## config.mk

```make
export PLATFORM = sky130hd
export DESIGN_NAME = tree_fanin_collector_flat
export DESIGN_NICKNAME = d
export VERILOG_FILES = /design/src/rtl/tree_pkg.sv /design/src/rtl/tree_fanin_collector_if.sv /design/src/rtl/tree_fanin_collector_arbiter.sv /design/src/rtl/tree_fanin_collector.sv /design/src/flat_wrapper.sv
export SDC_FILE = /design/constraint.sdc
export NUM_CORES = 1
export LEC_CHECK = 0
export BUFFER_PORTS_ARGS = -buffer_cell sky130_fd_sc_hd__buf_2
export CAP_MARGIN = 20
export CELL_PAD_IN_SITES_DETAIL_PLACEMENT = 1
export CELL_PAD_IN_SITES_GLOBAL_PLACEMENT = 1
export CORE_ASPECT_RATIO = 1.5
export CORE_MARGIN = 5
export CORE_UTILIZATION = 42
export CTS_BUF_LIST = sky130_fd_sc_hd__clkbuf_4
export CTS_CLUSTER_DIAMETER = 50
export DETAILED_ROUTE_END_ITERATION = 8
export PLACE_DENSITY_LB_ADDON = 0.1
export SLEW_MARGIN = 20
export SYNTH_ARGS = -nofsm -noshare
export SYNTH_HDL_FRONTEND = slang
export SYNTH_HIERARCHICAL = 1
export SYNTH_SLANG_ARGS = --single-unit
```

## constraint.sdc

```tcl
create_clock -name clk -period 6.1 [get_ports clk]
set_input_delay 0.915 -clock clk [delete_from_list [all_inputs] [get_ports clk]]
set_output_delay 0.915 -clock clk [all_outputs]
set_load 0.01 [all_outputs]
```

## src/rtl/tree_pkg.sv

```systemverilog
// Shared types and constants for the tree fan-in collector: FSM encoding,
// child-index width and the round-robin index helper.
package tree_pkg;

   localparam int MAX_CHILD = 8;
   localparam int SRC_W     = $clog2(MAX_CHILD);

   typedef enum logic [1:0] {
      ST_RUN    = 2'd0,
      ST_DRAIN  = 2'd1,
      ST_SIGNAL = 2'd2
   } fsm_state_t;

   typedef logic [SRC_W-1:0] src_idx_t;

   // (base + k) mod n for base < n and 1 <= k <= n, without a divider.
   function automatic int rr_index(input int base, input int k, input int n);
      int sum;
      sum = base + k;
      return (sum >= n) ? sum - n : sum;
   endfunction

endpackage

```

## src/rtl/tree_fanin_collector_if.sv

```systemverilog
// Child fan-in and parent stream signals of the collector, bundled with
// modports for the collector (slave) and its environment (master).
interface tree_fanin_collector_if #(
   parameter int N_CHILD = 5,
   parameter int DATA_W  = 16
) ();
   import tree_pkg::*;

   logic [N_CHILD-1:0]        c_valid;
   logic [N_CHILD*DATA_W-1:0] c_data;
   logic [N_CHILD-1:0]        c_last;
   logic [N_CHILD-1:0]        c_ready;
   logic                      p_valid;
   logic [DATA_W-1:0]         p_data;
   logic [SRC_W-1:0]          p_src;
   logic                      p_ready;
   logic                      all_done;

   modport master (
      output c_valid, c_data, c_last, p_ready,
      input  c_ready, p_valid, p_data, p_src, all_done
   );

   modport slave (
      input  c_valid, c_data, c_last, p_ready,
      output c_ready, p_valid, p_data, p_src, all_done
   );

endinterface

```

## src/rtl/tree_fanin_collector_arbiter.sv

```systemverilog
// Round-robin arbiter: searches requests starting one past ptr and returns
// a one-hot grant plus the binary index of the winner.
module rr_arbiter
   import tree_pkg::*;
#(
   parameter int N_CHILD = 5
) (
   input  logic [N_CHILD-1:0] req,
   input  src_idx_t           ptr,
   output logic [N_CHILD-1:0] grant,
   output src_idx_t           index,
   output logic               any
);

   localparam int IDX_W = (N_CHILD > 1) ? $clog2(N_CHILD) : 1;

   logic [IDX_W-1:0] cand;

   always_comb begin
      grant = '0;
      index = '0;
      any   = 1'b0;
      cand  = '0;
      // k == N_CHILD wraps back to ptr itself, so the last winner is tried last.
      for (int k = 1; k <= N_CHILD; k++) begin
         cand = IDX_W'(rr_index(int'(ptr), k, N_CHILD));
         if (!any && req[cand]) begin
            any         = 1'b1;
            grant[cand] = 1'b1;
            index       = src_idx_t'(cand);
         end
      end
   end

endmodule

```

## src/rtl/tree_fanin_collector.sv

```systemverilog
// Collects beats from N_CHILD children through a round-robin arbiter into a
// 2-entry FIFO and flags when every child has delivered its last beat.
//
// state     | meaning
// ----------+-----------------------------------------------------------
// ST_RUN    | collecting; grants issued while the FIFO has room
// ST_DRAIN  | every child finished, waiting for the FIFO to empty
// ST_SIGNAL | one-cycle all_done pulse, done_mask clears
module tree_fanin_collector
   import tree_pkg::*;
#(
   parameter int N_CHILD = 5,
   parameter int DATA_W  = 16
) (
   input logic                    clk,
   input logic                    rst,
   tree_fanin_collector_if.slave  bus
);

   fsm_state_t         state, state_next;
   logic [N_CHILD-1:0] done_mask;
   logic [N_CHILD-1:0] req, grant;
   src_idx_t           ptr, grant_idx;
   logic               grant_any, grant_en, clr_mask, all_done_i;

   logic [DATA_W-1:0]  fifo_data [2];
   src_idx_t           fifo_src  [2];
   logic               rd_sel, wr_sel;
   logic [1:0]         count, count_next;
   logic               push, pop, room;
   logic [DATA_W-1:0]  push_data;
   logic               push_last;

   assign pop  = (count != 2'd0) && bus.p_ready;
   // A same-cycle pop frees the slot the new beat will land in.
   assign room = (count != 2'd2) || pop;
   assign req  = bus.c_valid & ~done_mask;

   rr_arbiter #(.N_CHILD(N_CHILD)) u_arb (
      .req   (req),
      .ptr   (ptr),
      .grant (grant),
      .index (grant_idx),
      .any   (grant_any)
   );

   assign bus.c_ready = grant & {N_CHILD{grant_en}};
   assign push        = grant_en & grant_any;
   assign push_last   = |(grant & bus.c_last);

   always_comb begin
      push_data = '0;
      for (int i = 0; i < N_CHILD; i++) begin
         if (grant[i]) push_data = bus.c_data[i*DATA_W +: DATA_W];
      end
   end

   always_comb begin
      case ({push, pop})
         2'b10:   count_next = count + 2'd1;
         2'b01:   count_next = count - 2'd1;
         default: count_next = count;
      endcase
   end

   always_ff @(posedge clk) begin
      if (rst) begin
         count     <= 2'd0;
         rd_sel    <= 1'b0;
         wr_sel    <= 1'b0;
         ptr       <= src_idx_t'(N_CHILD - 1);
         done_mask <= '0;
         for (int i = 0; i < 2; i++) begin
            fifo_data[i] <= '0;
            fifo_src[i]  <= '0;
         end
      end else begin
         count <= count_next;
         if (push) begin
            fifo_data[wr_sel] <= push_data;
            fifo_src[wr_sel]  <= grant_idx;
            wr_sel            <= ~wr_sel;
            ptr               <= grant_idx;
         end
         if (pop) rd_sel <= ~rd_sel;
         if (clr_mask) begin
            done_mask <= '0;
         end else if (push && push_last) begin
            done_mask <= done_mask | grant;
         end
      end
   end

   assign bus.p_valid = (count != 2'd0);
   assign bus.p_data  = fifo_data[rd_sel];
   assign bus.p_src   = fifo_src[rd_sel];

   always_ff @(posedge clk) begin
      if (rst) state <= ST_RUN;
      else     state <= state_next;
   end

   // Emptiness is judged on the post-edge occupancy so the pulse follows
   // the cycle in which the final beat leaves.
   always_comb begin
      state_next = state;
      case (state)
         ST_RUN: begin
            if (&done_mask) state_next = (count_next == 2'd0) ? ST_SIGNAL : ST_DRAIN;
         end
         ST_DRAIN: begin
            if (count_next == 2'd0) state_next = ST_SIGNAL;
         end
         ST_SIGNAL: state_next = ST_RUN;
         default:   state_next = ST_RUN;
      endcase
   end

   always_comb begin
      grant_en   = (state == ST_RUN) && !rst && room;
      clr_mask   = (state == ST_SIGNAL);
      all_done_i = (state == ST_SIGNAL);
   end

   assign bus.all_done = all_done_i;

endmodule

```

## src/flat_wrapper.sv

```systemverilog
// flat-port wrapper written by rule: the top's interface ports become plain ports
module tree_fanin_collector_flat import tree_pkg::*;
#(
   parameter int N_CHILD = 5,
   parameter int DATA_W  = 16
)
  (clk, rst, bus_c_valid, bus_c_data, bus_c_last, bus_p_ready, bus_c_ready, bus_p_valid, bus_p_data, bus_p_src, bus_all_done);
  tree_fanin_collector_if #(.N_CHILD(N_CHILD), .DATA_W(DATA_W)) bus_i ();
  input logic clk;
  input logic rst;
  input wire logic [$bits(bus_i.c_valid)-1:0] bus_c_valid;
  input wire logic [$bits(bus_i.c_data)-1:0] bus_c_data;
  input wire logic [$bits(bus_i.c_last)-1:0] bus_c_last;
  input wire logic [$bits(bus_i.p_ready)-1:0] bus_p_ready;
  output wire logic [$bits(bus_i.c_ready)-1:0] bus_c_ready;
  output wire logic [$bits(bus_i.p_valid)-1:0] bus_p_valid;
  output wire logic [$bits(bus_i.p_data)-1:0] bus_p_data;
  output wire logic [$bits(bus_i.p_src)-1:0] bus_p_src;
  output wire logic [$bits(bus_i.all_done)-1:0] bus_all_done;
  assign bus_i.c_valid = bus_c_valid;
  assign bus_i.c_data = bus_c_data;
  assign bus_i.c_last = bus_c_last;
  assign bus_i.p_ready = bus_p_ready;
  assign bus_c_ready = bus_i.c_ready;
  assign bus_p_valid = bus_i.p_valid;
  assign bus_p_data = bus_i.p_data;
  assign bus_p_src = bus_i.p_src;
  assign bus_all_done = bus_i.all_done;
  tree_fanin_collector #(.N_CHILD(N_CHILD), .DATA_W(DATA_W)) u_core (.clk(clk), .rst(rst), .bus(bus_i));
endmodule
```

======== Word level (Yosys, flattened, before mapping) ========
Memory sizes are Yosys's and may differ from the RTL's. A register that Yosys moved wholly into a read port is not among the register bits.
Index checks and enable logic that the tools add are counted.
W data, S select, Z words.
word-level totals
  word-level logic and storage cells ...... 147
  RAM bits ................................ 38
  memories ................................ 2
  bits of input ports ..................... 93
  output and inout port bits .............. 26
  register bits after elaboration ......... 14
memories
  memory            words  bits a word  read ports  clocked after Yosys merged registers in  wr ports  RTL line                    RTL
  u_core.fifo_data  2      16           1           1                                        2         tree_fanin_collector.sv:26  logic [DATA_W-1:0] fifo_data [2];
  u_core.fifo_src   2      3            1           1                                        2         tree_fanin_collector.sv:27  src_idx_t fifo_src [2];
operators by class
  add/sub/neg operators ................... 12
  reductions and logical operators ........ 28
  multiplexer cells ....................... 65
  bitwise gates (word level) .............. 12
  eq/ne operators ......................... 7
  order comparisons ....................... 15
operators with widths
  cell                   number
  $mux W16               6
  $mux W3                11
  $mux W1                28
  $mux W5                5
  $or A5 B5 Y5           5
  $ge A4 B3 Y1 const B   5
  $lt A3 B4 Y1 const B   5
  $reduce_or A16 Y1      1
  $and A5 B5 Y5          3
  $bmux W1 S3            5
  $demux W1 S3           5
  $ge A3 B1 Y1 const B   5
  $sub A3 B3 Y3 const B  5
  $logic_and A1 B1 Y1    13
  $add A3 B2 Y4 const B  2
  $add A3 B3 Y4 const B  2
  $pmux W2 S2            2
  $mux W2                3
  $logic_not A1 Y1       5
  $not A5 Y5             1
  $reduce_and A5 Y1      1
  $reduce_or A5 Y1       1
  $add A3 B1 Y4 const B  1
  $eq A2 B1 Y1 const B   2
  13 further kinds       17

======== Depth between registers and ports, before layout ========
  word-level depth ........................ 25
  gate-level depth with buffers ........... 19

======== Cells and area by module ========
The synthesis kept the hierarchy.
modules (own cells, without submodules)
  module                cells an instance  seq. area each (um^2)  instances  area each (um^2)
  tree_fanin_collector  260                1441.4                 1          3099.2
  rr_arbiter            201                0.0                    1          1372.6

======== Least setup slack after synthesis ========
OpenSTA, ideal clock, no wires.
  path kind ............................... reg-to-output
  from .................................... reg u_core.ptr[1]
  to ...................................... out bus_c_ready[4]
  data required time ...................... 5.185 ns
  stages on the path, launching flop included .. 15
  slack ................................... 1.304 ns
  data arrival time ....................... 3.881 ns
  cells stage by stage .................... dfxtp_1 inv_1 ha_1 buf_4 or3b_2 o211ai_1 a32oi_1 or2_2 clkbuf_1 a211oi_2 nand3_1 o2111ai_1 clkinv_1 clkbuf_1 nor4_1
between the ends
  longest elaborated chain between the ends .. 19
RTL lines
  what                                                    RTL line                            RTL
  start, declared                                         tree_fanin_collector.sv:23          src_idx_t ptr, grant_idx;
  start signal, assigned                                  tree_fanin_collector.sv:71          ptr <= src_idx_t'(N_CHILD - 1);
  start signal, assigned                                  tree_fanin_collector.sv:83          ptr <= grant_idx;
  branches (longest 17 deep; another with $add A3 B1 Y4)  n/a
  $mux W5 (*)                                             tree_fanin_collector_arbiter.sv:27  if (!any && req[cand]) begin
  via u_core.grant[4]                                     tree_fanin_collector.sv:22          logic [N_CHILD-1:0] req, grant;
  $and A5 B5 Y5 (*)                                       tree_fanin_collector.sv:47          assign bus.c_ready = grant & {N_CHILD{grant_en}};
  end, declared                                           flat_wrapper.sv:15                  output wire logic [$bits(bus_i.c_ready)-1:0] bus_c_ready;
Mark *: on every way through the listed nets, which the timed path passes. The select of a mux whose other input is x is not followed.

======== Final worst setup path ========
Ends and elaborated chain as after synthesis.

==> summary.txt <==
run status: complete, no violations
DR iter-0 viols: 182
Final min period: 5.53 ns
Root Buffer: clkbuf_4
multi-input logic area: 2830 µm²
largest net degree at the start of global routing: 31
row count: 46
RSZ-0062 raised after global routing: no
Worst-path clk slew: 0.17 ns
CTS Buf Count: 5
critical path class: reg2out
total grt overflow: 0
Max-slew headroom: 0.332
cell taking the most area after synthesis: edfxtp_1
sequential area share after synthesis: 0.322
Starting Density: 0.425
top-count cell post-synth: nor3_1
Nets: 673
via count of the routed design: 4334
post-synthesis cell area: 4470 µm²
Routed Antenna Nets: 0
H-tree Lvls: 2
Post-synth top cells: nor3_1, edfxtp_1, mux2_2
delay-heaviest family, CP: compound AO/OA/AOI/OAI gates
Via density: 6.08
vias in the first global route: 4586
Mean Syn Cell Area: 9.70 µm²
worst slew pin tran: 1.00 ns
Setup Buffers After CTS: 0
Chip Width: 94.3 µm
CP arrival: 4.62 ns
Final Skew: 0.0167 ns
share of cells above drive strength 1: 0.368
die area: 12900 µm²
clock sinks: 53
DRT Wirelength: 15.7 mm
yosys warns: 6
GPL Wtd Cong: 0.908
CP required: 5.18 ns
global-route wire length before repair: 24.1 mm
Hold WC Path Type: reg2reg
largest cells by area after synthesis: edfxtp_1, dfxtp_1, mux2_2, nor3_1, a2111oi_4
startpoint types: flop
WL/cell: 22.0 µm
number of flops mapped to enable cells by yosys: 38
clk buf depth: 2
CP Cell Sequence: inv_1, ha_1, inv_1, o21ai_0, a222oi_1, a221o_1, a211oi_1, buf_4, nand3_1, o2111ai_1, clkinv_1, buf_4, nor4_1, buf_2
cts hold-fix bufs: 0
CTS tree: done
initial antenna violation count: 1
asr flop ratio synth: 0
Cell variety after synth: 79
synth-to-layout area growth: 17.4%
CTS resizes: 0
final setup fails: 0
buffers and inverters on the worst path: 6
ys flop type: edfxtp_1
Slowest Stage Delay on Critical Path: 0.70 ns
Die Ht: 136 µm
fill cell count: 1284
post-synthesis cell count: 461
Reg area: 1440 µm²
worst-path maximum fanout: 19
TNS Setup: 0 ns
Worst Setup End Kind: output port
Final Hold Viols: 0
I/O pins: 119
share of the synthesized area in the top cell type: 0.255
fin. max-slew vios: 0
Syn Nets: 567
1st-pass router iterations: 4
hpwl dp: 12.3 mm
fmax: 0.181 GHz
FF+latch count, synth: 53
total track usage: 0.241
MaxCap Viol Count: 0
worst skew pair latency: 0.39 ns
core area: 10500 µm²
PortBufs: 118
DRC: 0
CP max-delay cell: ha_1
fin crit share: 0.907
==> sequential cells by signal (all words and copies together) (netlist names), named ones only <==
name              flops
u_core/fifo_src       6
u_core/rd_sel         1
u_core/state          2
u_core/wr_sel         1
u_core/ptr            3
u_core/count          2
u_core/fifo_data     32
u_core/done_mask      5
==> tightest hold or removal path, stage by stage, from the launching register on <==
cell and delay [ns]:
dfxtp_1 0.37, o21ai_0 0.08, a21oi_1 0.07
==> layout make-up <==
type,instances,area share
Multi-Input combinational cell,362,0.539
Sequential cell,53,0.275
Timing Repair Buffer,130,0.130
Tap cell,144,0.0343
Inverter,15,0.0112
Clock buffer,5,0.00715
Clock inverter,3,0.00357
Antenna cell,1,0.000477
==> path summary, 6_finish.rpt <==
check                 from                 endpoint  slack (ns)  depth (start not counted)
max          u_core/ptr[1]           bus_c_ready[4]        0.57                         14
min          u_core/ptr[1]            u_core/ptr[1]        0.55                          2
max reg2reg  u_core/ptr[1]  u_core/fifo_data[0][14]        0.92                         13
min reg2reg  u_core/ptr[1]            u_core/ptr[1]        0.55                          2
==> routing by layer <==
metal  GRT usage  up-vias  share of wire
met3      0.0321       27          0.051
met2       0.466      144           0.54
met1       0.262     2137           0.39
met4      0.0835        0          0.023
met5           0        -              0
li1            -     2026              -
==> cell families after synthesis <==
group           count (synthesis)  synth area share
xor+xnor                        6            0.0118
buf+inv                        46            0.0478
flops                          53             0.322
compound gates                124             0.242
simple gates                  194             0.276
mux                            25            0.0627
fa+ha+maj                      13            0.0381
==> metrics by stage <==
step | hold slack, ns | std cells | utilization | setup WS (ns) | area, µm²
after floorplan | 0.456 | 461 | - | 1.30 | 4470
after global placement | 0.500 | 704 | 0.492 | 0.936 | 5190
after detailed placement | 0.516 | 704 | 0.493 | 0.928 | 5190
after CTS | 0.552 | 712 | 0.498 | 0.476 | 5250
after global routing | 0.585 | 713 | 0.498 | 0.0583 | 5250
final | 0.546 | 713 | 0.498 | 0.567 | 5250
==> layout by cell type (no fill, tap or decap), types with 7 or more instances in the layout <==
cell,instances
nor3_1,39
a2111oi_2,7
nor2b_1,12
nor4bb_1,11
o22ai_1,16
inv_1,12
nor2_1,21
nand3_1,10
buf_2,118
mux2_2,24
nand2_1,17
dfxtp_1,15
a21oi_1,14
o21ai_0,15
edfxtp_1,38
ha_1,12
and2_1,21
buf_4,12
nand2b_1,11
Power is left out: the tool's default activity adds up to more than one toggle a clock period on the data nets, which glitch-free logic cannot reach.
